[config.mk]
export PLATFORM = sky130hd
export DESIGN_NAME = mfe_led7seg_74hc595_receiver
export DESIGN_NICKNAME = d
export VERILOG_FILES = /design/src/rtl/mfe_led7seg_pkg.sv /design/src/rtl/mfe_sync_edge.sv /design/src/rtl/mfe_led7seg_74hc595_receiver.sv
export SDC_FILE = /design/constraint.sdc
export NUM_CORES = 1
export LEC_CHECK = 0
export CAP_MARGIN = 10
export CORE_MARGIN = 2
export CORE_UTILIZATION = 35
export CTS_CLUSTER_SIZE = 8
export DETAILED_ROUTE_END_ITERATION = 10
export PLACE_DENSITY = 0.58
export REMOVE_ABC_BUFFERS = 1
export SLEW_MARGIN = 25
export SYNTH_ARGS = -nofsm -noshare
export SYNTH_HDL_FRONTEND = slang
export SYNTH_HIERARCHICAL = 1
export SYNTH_SLANG_ARGS = --single-unit
[constraint.sdc]
create_clock -name clk -period 1.63 [get_ports clk]
set_clock_uncertainty 0.15 [all_clocks]
set_input_delay 0.326 -clock clk [delete_from_list [all_inputs] [get_ports clk]]
set_output_delay 0.326 -clock clk [all_outputs]
set_load 0.03 [all_outputs]
[src/rtl/mfe_led7seg_pkg.sv]
// mfe_led7seg_pkg: shared 7-segment constants (active-low), display geometry and a one-hot check helper
package mfe_led7seg_pkg;
  localparam int DIGITS = 8;
  localparam int WORD_W = 16;
  localparam logic [7:0] NUM_0 = 8'hC0, NUM_1 = 8'hF9, NUM_2 = 8'hA4, NUM_3 = 8'hB0;
  localparam logic [7:0] NUM_4 = 8'h99, NUM_5 = 8'h92, NUM_6 = 8'h82, NUM_7 = 8'hF8;
  localparam logic [7:0] NUM_8 = 8'h80, NUM_9 = 8'h90, NUM_A = 8'h88, NUM_B = 8'h83;
  localparam logic [7:0] NUM_C = 8'hC6, NUM_D = 8'hA1, NUM_E = 8'h86, NUM_F = 8'h8E;
  localparam logic [7:0] NUM_LINE = 8'hBF;
  function automatic logic not_onehot(input logic [DIGITS-1:0] s);
    return (s == '0) || ((s & (s - 1'b1)) != '0);
  endfunction
endpackage

[src/rtl/mfe_sync_edge.sv]
// mfe_sync_edge: SYNC_STAGES-deep synchronizer with rising-edge detect; ports clk, rst, i_pin -> o_rise
module mfe_sync_edge #(
  parameter int SYNC_STAGES = 2
) (
  input  logic clk,
  input  logic rst,
  input  logic i_pin,
  output logic o_rise
);
  logic [SYNC_STAGES-1:0] r_sync;
  logic r_dly;
  always_ff @(posedge clk) begin
    if (rst) begin
      r_sync <= '0;
      r_dly <= 1'b0;
    end else begin
      r_sync <= {r_sync[SYNC_STAGES-2:0], i_pin};
      r_dly <= r_sync[SYNC_STAGES-1];
    end
  end
  assign o_rise = r_sync[SYNC_STAGES-1] & ~r_dly;
endmodule

[src/rtl/mfe_led7seg_74hc595_receiver.sv]
// mfe_led7seg_74hc595_receiver: 74HC595-style serial receiver feeding an 8-digit display buffer; ports clk, rst, sclk, rclk, dio -> dat, vld, disp, sel_err, len_err; MFE_LED7SEG_RX_LEN_CHECK_EN enables the frame-length check
module mfe_led7seg_74hc595_receiver
  import mfe_led7seg_pkg::*;
#(
  parameter int SYNC_STAGES = 2
) (
  input  logic                  clk,
  input  logic                  rst,
  input  logic                  sclk,
  input  logic                  rclk,
  input  logic                  dio,
  output logic [WORD_W-1:0]     dat,
  output logic                  vld,
  output logic [8*DIGITS-1:0]   disp,
  output logic                  sel_err,
  output logic                  len_err
);
  logic w_sclk_re, w_rclk_re;
  logic [SYNC_STAGES-1:0] r_dio_sync;
  logic [WORD_W-1:0] r_sr;
  mfe_sync_edge #(.SYNC_STAGES(SYNC_STAGES)) u_sclk (.clk(clk), .rst(rst), .i_pin(sclk), .o_rise(w_sclk_re));
  mfe_sync_edge #(.SYNC_STAGES(SYNC_STAGES)) u_rclk (.clk(clk), .rst(rst), .i_pin(rclk), .o_rise(w_rclk_re));
  always_ff @(posedge clk) begin
    if (rst) begin
      r_dio_sync <= '0;
      r_sr <= '0;
      dat <= '0;
      vld <= 1'b0;
      sel_err <= 1'b0;
      disp <= '1;
    end else begin
      r_dio_sync <= {r_dio_sync[SYNC_STAGES-2:0], dio};
      vld <= w_rclk_re;
      sel_err <= w_rclk_re && not_onehot(r_sr[DIGITS-1:0]);
      if (w_sclk_re) r_sr <= {r_sr[WORD_W-2:0], r_dio_sync[SYNC_STAGES-1]};
      // latch takes the pre-shift value when both edges coincide
      if (w_rclk_re) begin
        dat <= r_sr;
        for (int k = 0; k < DIGITS; k++)
          if (r_sr[k]) disp[8*k +: 8] <= r_sr[WORD_W-1:8];
      end
    end
  end
`ifdef MFE_LED7SEG_RX_LEN_CHECK_EN
  logic [4:0] r_cnt;
  always_ff @(posedge clk) begin
    if (rst) begin
      r_cnt <= '0;
      len_err <= 1'b0;
    end else begin
      len_err <= w_rclk_re && (r_cnt != 5'd16);
      // a shift in the latch cycle starts the next frame's count
      if (w_rclk_re) r_cnt <= {4'd0, w_sclk_re};
      else if (w_sclk_re) r_cnt <= (r_cnt == 5'd31) ? r_cnt : r_cnt + 5'd1;
    end
  end
`else
  assign len_err = 1'b0;
`endif
endmodule

# After elaboration in Yosys (flattened, before gate mapping)
# Cells that the tools add are included.
[word_totals] register_bits=106 in_bits=5 elab_cells=35 output_inout_bits=83
[classes] addsub=1 reduce_logical=12 n_bitwise=5
[op_table] cell="$reduce_and 2->1" n=8
[op_table] cell="$and 8x8->8" n=1
[op_table] cell="$logic_not 8->1" n=1
[op_table] cell="$reduce_bool 8->1" n=1
[op_table] cell="$sub 8x1->8 const B" n=1
[op_table] cell="$and 1x1->1" n=2
[op_table] cell="$not 1->1" n=2
[op_table] cell="$logic_and 1x1->1" n=1
[op_table] cell="$logic_or 1x1->1" n=1

# Longest topological paths before layout
# Gate-level depths: netlist (run 1).
[depth] word_depth=5 mapped_depth=6 ltp_nobuf=4

# Hierarchy
# Netlist (run 1), hierarchy kept.
[modules_own_cells] module="mfe_led7seg_74hc595_receiver" seq_area_each_um2=2001.9 n_inst=1 area_each_um2=3684.8 cells_each=355
[modules_own_cells] module="mfe_sync_edge" seq_area_each_um2=60.1 n_inst=2 area_each_um2=87.6 cells_each=7

# Worst setup path after synthesis (run 1)
# No wires, ideal clock.
[synth_path] path_type="register to register" startpoint="register r_sr[3]" endpoint="register sel_err" setup_time_ps=117 synth_period_minus_slack_ps=1542 required_ps=1363 arrival_time_ps=1275 stages_incl_launch_ff=5 n_path_buf=0 path_slack_ps=88 path_cell_list="dfxtp_1 maj3_2 o31a_1 nor4b_1 and4b_1"
[synth_between] elab_chain_cells=5 elab_cells_between_ends=6 classes_between="1 x add/sub; 1 x bitwise; 4 x reduce/logical"
[synth_rtl] element="start, declared" line="mfe_led7seg_74hc595_receiver.sv:20" source="logic [WORD_W-1:0] r_sr;"
[synth_rtl] element="start signal, assigned" line="mfe_led7seg_74hc595_receiver.sv:35" source="if (w_sclk_re) r_sr <= {r_sr[WORD_W-2:0], r_dio_sync[SYNC_STAGES-1]};"
[synth_rtl] element="$sub 8x1->8" line="mfe_led7seg_pkg.sv:11" source="return (s == '0) || ((s & (s - 1'b1)) != '0);"
[synth_rtl] element="$and 8x8->8" line="mfe_led7seg_pkg.sv:11"
[synth_rtl] element="$reduce_bool 8->1" line="mfe_led7seg_pkg.sv:11"
[synth_rtl] element="$logic_or 1x1->1 (*)" line="mfe_led7seg_pkg.sv:11"
[synth_rtl] element="$logic_and 1x1->1 (*)" line="mfe_led7seg_74hc595_receiver.sv:34" source="sel_err <= w_rclk_re && not_onehot(r_sr[DIGITS-1:0]);"
[synth_rtl] element="end signal, assigned" line="mfe_led7seg_74hc595_receiver.sv:34"
[synth_rtl] element="end, declared" line="mfe_led7seg_74hc595_receiver.sv:15" source="output logic sel_err,"
# Mark *: on every way between the ends. The rest lies on a longest branch, timed or not.
# A chain may end at the register's enable or synchronous reset.

# Final worst setup path (run 1)
[layout_path] startpoint="register disp[38]" endpoint="output disp[38]"
[layout_rtl] element="start, declared" line="mfe_led7seg_74hc595_receiver.sv:14" source="output logic [8*DIGITS-1:0] disp,"
[layout_rtl] element="start signal, assigned by index" line="mfe_led7seg_74hc595_receiver.sv:40" source="if (r_sr[k]) disp[8*k +: 8] <= r_sr[WORD_W-1:8];"
# No word-level cell between the ends.

==> metrics.cfg, run 1 <==
[yosys]
synth_area_leaders = dfxtp_1 55%, a211o_1 15%, and3_1 10%
synthFlopType = dfxtp_1
ys_seq_area_share_pct = 55.0
synth_cell_type_count = 24
synth_edf_count = 0
yosysTopAreaCellShare_pct = 55.0
syn_area_sq_um = 3860
synth_seq_cells = 106
synth.avg_cell_area_sq_um = 10.5
netlist_instances = 369
synthArstFlopShare_pct = 0
yosys.area.top_type = dfxtp_1
yosys_warnings = 6

[timing]
slew_viol_final = 0
fin_crit_ps = 1590
setup_tns_ps = 0
hold_viol_final = 0
setup_viol = 0
setup_ws_ps = 40.4
fmax_mhz = 629
min_period_over_period_pct = 97.5
relSlewSlack_pct = 61.0
tightest_slew_ps = 584
hold-worst-slack_ps = 195

[clocking]
cts_tree = done
path_clk_slew_ps = 100
worstSkewPairLatency_ps = 360
clockBufferDepth = 2
clock-sinks = 106
htree_levels = 3
numCtsBuffers = 9
cts-root-buf = clkbuf_8

[final_layout]
final_cell_mix = 103 x dfxtp_1, 64 x and3_1, 64 x a211o_1, 53 x clkdlybuf4s15_1, 25 x nor2_1
n_antenna_cell = 0
final_common_cell = dfxtp_1
fin_nets = 446
drive_gt1_share_pct = 12.1
syn2layout_area_growth_pct = 31.9
postLayoutCellArea_sq_um = 5090
stdcell_count = 586
fin_util_pct = 47.2
fill_cells = 1031

[setup_path]
path_buf_inv = 1
worstSetupPathType = reg2out
cp_top_family = flip-flops
crit_slowest_cell = dfxtp_1
crit_path_max_incr_delay_ps = 380
required_ps = 1150
crit_chain = clkdlybuf4s15_1
endpoint_kind = output pin
arrival_ps = 1110
cp_max_fo = 2
cp-start-kind = flip-flop

[pwr]
vdd_drop_max_mv = 0.562
finalPower_mw = 4.31
p_per_area_nw_per_um2 = 846
power.leakage_nw = 2.12

[place]
dp_cells = 570
placed_area_sq_um = 4910
hpwl_microns = 6080
port-buffer-count = 86
post-place-ws_ps = -4.18
gp_congestion = 0.766

[global_route]
grt_pass1_wl_microns = 14900
grt.total_usage_pct = 16.2
antenna_found_initial = 0
grt_max_degree = 41
grt_remaining_overflow = 0
grt_pass1_vias = 2829

[detailed_routing]
wire_per_inst_microns = 16.3
num_vias = 3016
antenna_left = 0
firstDrtPassIters = 4
vias_per_cell = 5.15
drt_wl_total_microns = 9570
drtIter0Drc = 100
drc_errors = 0

[min_path]
min-delay-path-class = in2reg

[floorplan]
ios = 88
dieArea_sq_um = 11900
dieWidth_microns = 109
die_h_microns = 109
initial_core_util_pct = 35.8
num_rows = 38
core_sq_um = 10800

[outcome]
status = completed

[job]
drv_cap = 0

cell usage after synthesis, types with 2 or more instances:
library cell,number
buf_2,7
nor2b_1,9
a21oi_1,8
nand2b_1,8
dfxtp_1,106
nor3b_1,2
nor2_1,26
and3_1,64
mux2i_1,24
clkbuf_1,30
nor2b_2,2
nand2_1,8
a211o_1,64
cell type report:
class	instances	area, sq um	share of cell area [%]
clock buffer	12	165	3.24
multi-input combinational	224	1620	31.8
sequential	106	2130	41.7
timing repair buffer	100	971	19.1
clock inverter	4	33.8	0.663
tap	140	175	3.44
registers in the layout, summed over array words and instances (netlist names):
name,count
disp,64
dat,16
r_sr,16
r_dio_sync,2
u_rclk/r_sync,2
u_sclk/r_sync,2
sel_err,1
u_rclk/r_dly,1
u_sclk/r_dly,1
vld,1
final timing paths:
kind                                 start                        to  slack [ps]  depth (start not counted)
setup / recovery     disp[38]$_SDFFE_PP1P_                  disp[38]          40                          1
hold / removal                         rst      dat[15]$_SDFFE_PP0P_         190                          2
setup reg to reg      r_sr[5]$_SDFFE_PP0P_        sel_err$_SDFF_PP0_          50                          5
hold reg to reg   r_dio_sync[0]$_SDFF_PP0_  r_dio_sync[1]$_SDFF_PP0_         300                          1
logic make-up after synthesis:
family | count (synthesis) | synth area share, %
AOI/OAI and AO/OA | 75 | 16.2
adders and majority gates | 1 | 0.292
other | 1 | 0.0972
and+or+nand+nor | 123 | 18.1
muxes | 24 | 6.22
buffers and inverters | 39 | 4.12
DFF | 106 | 55.0
worst register-to-register path: stages, from the launching register on:
cell,delay [ps]
dfxtp_2,350
buf_6,140
or4_4,430
nor2_4,140
nand3_1,70
and4b_1,200
what timing repair did:
item                                    CTS  global route
cloned                                    0             0
setup buffers                             0             0
hold endpoints to repair                  0             0
gates resized for setup                  84            79
pin swaps                                 0             3
hold buffers                              0             0
endpoints found under the setup margin   83           121
metal layers:
layer / routed length [microns] / track usage [%] / part of all wire [%]
met5: 0 / 0 / 0
met2: 4360 / 24.7 / 46
met3: 456 / 3.77 / 4.8
met4: 151 / 5.40 / 1.6
met1: 4600 / 22.5 / 48
where the power goes:
group | leakage (nW) | internal (mW) | switching, mW
Sequential | 0.859 | 2.60 | 0.00430
Combinational | 1.16 | 0.0564 | 0.0870
Clock | 0.0992 | 0.693 | 0.871
Total | 2.12 | 3.35 | 0.962
Power figures use the tool's default switching activity.
==> run 2: changes to the inputs <==
- HOLD_SLACK_MARGIN: not set -> 0.08
==> results of run 2 <==
The final DEF is identical to that of run 1; final timing and power are the same.
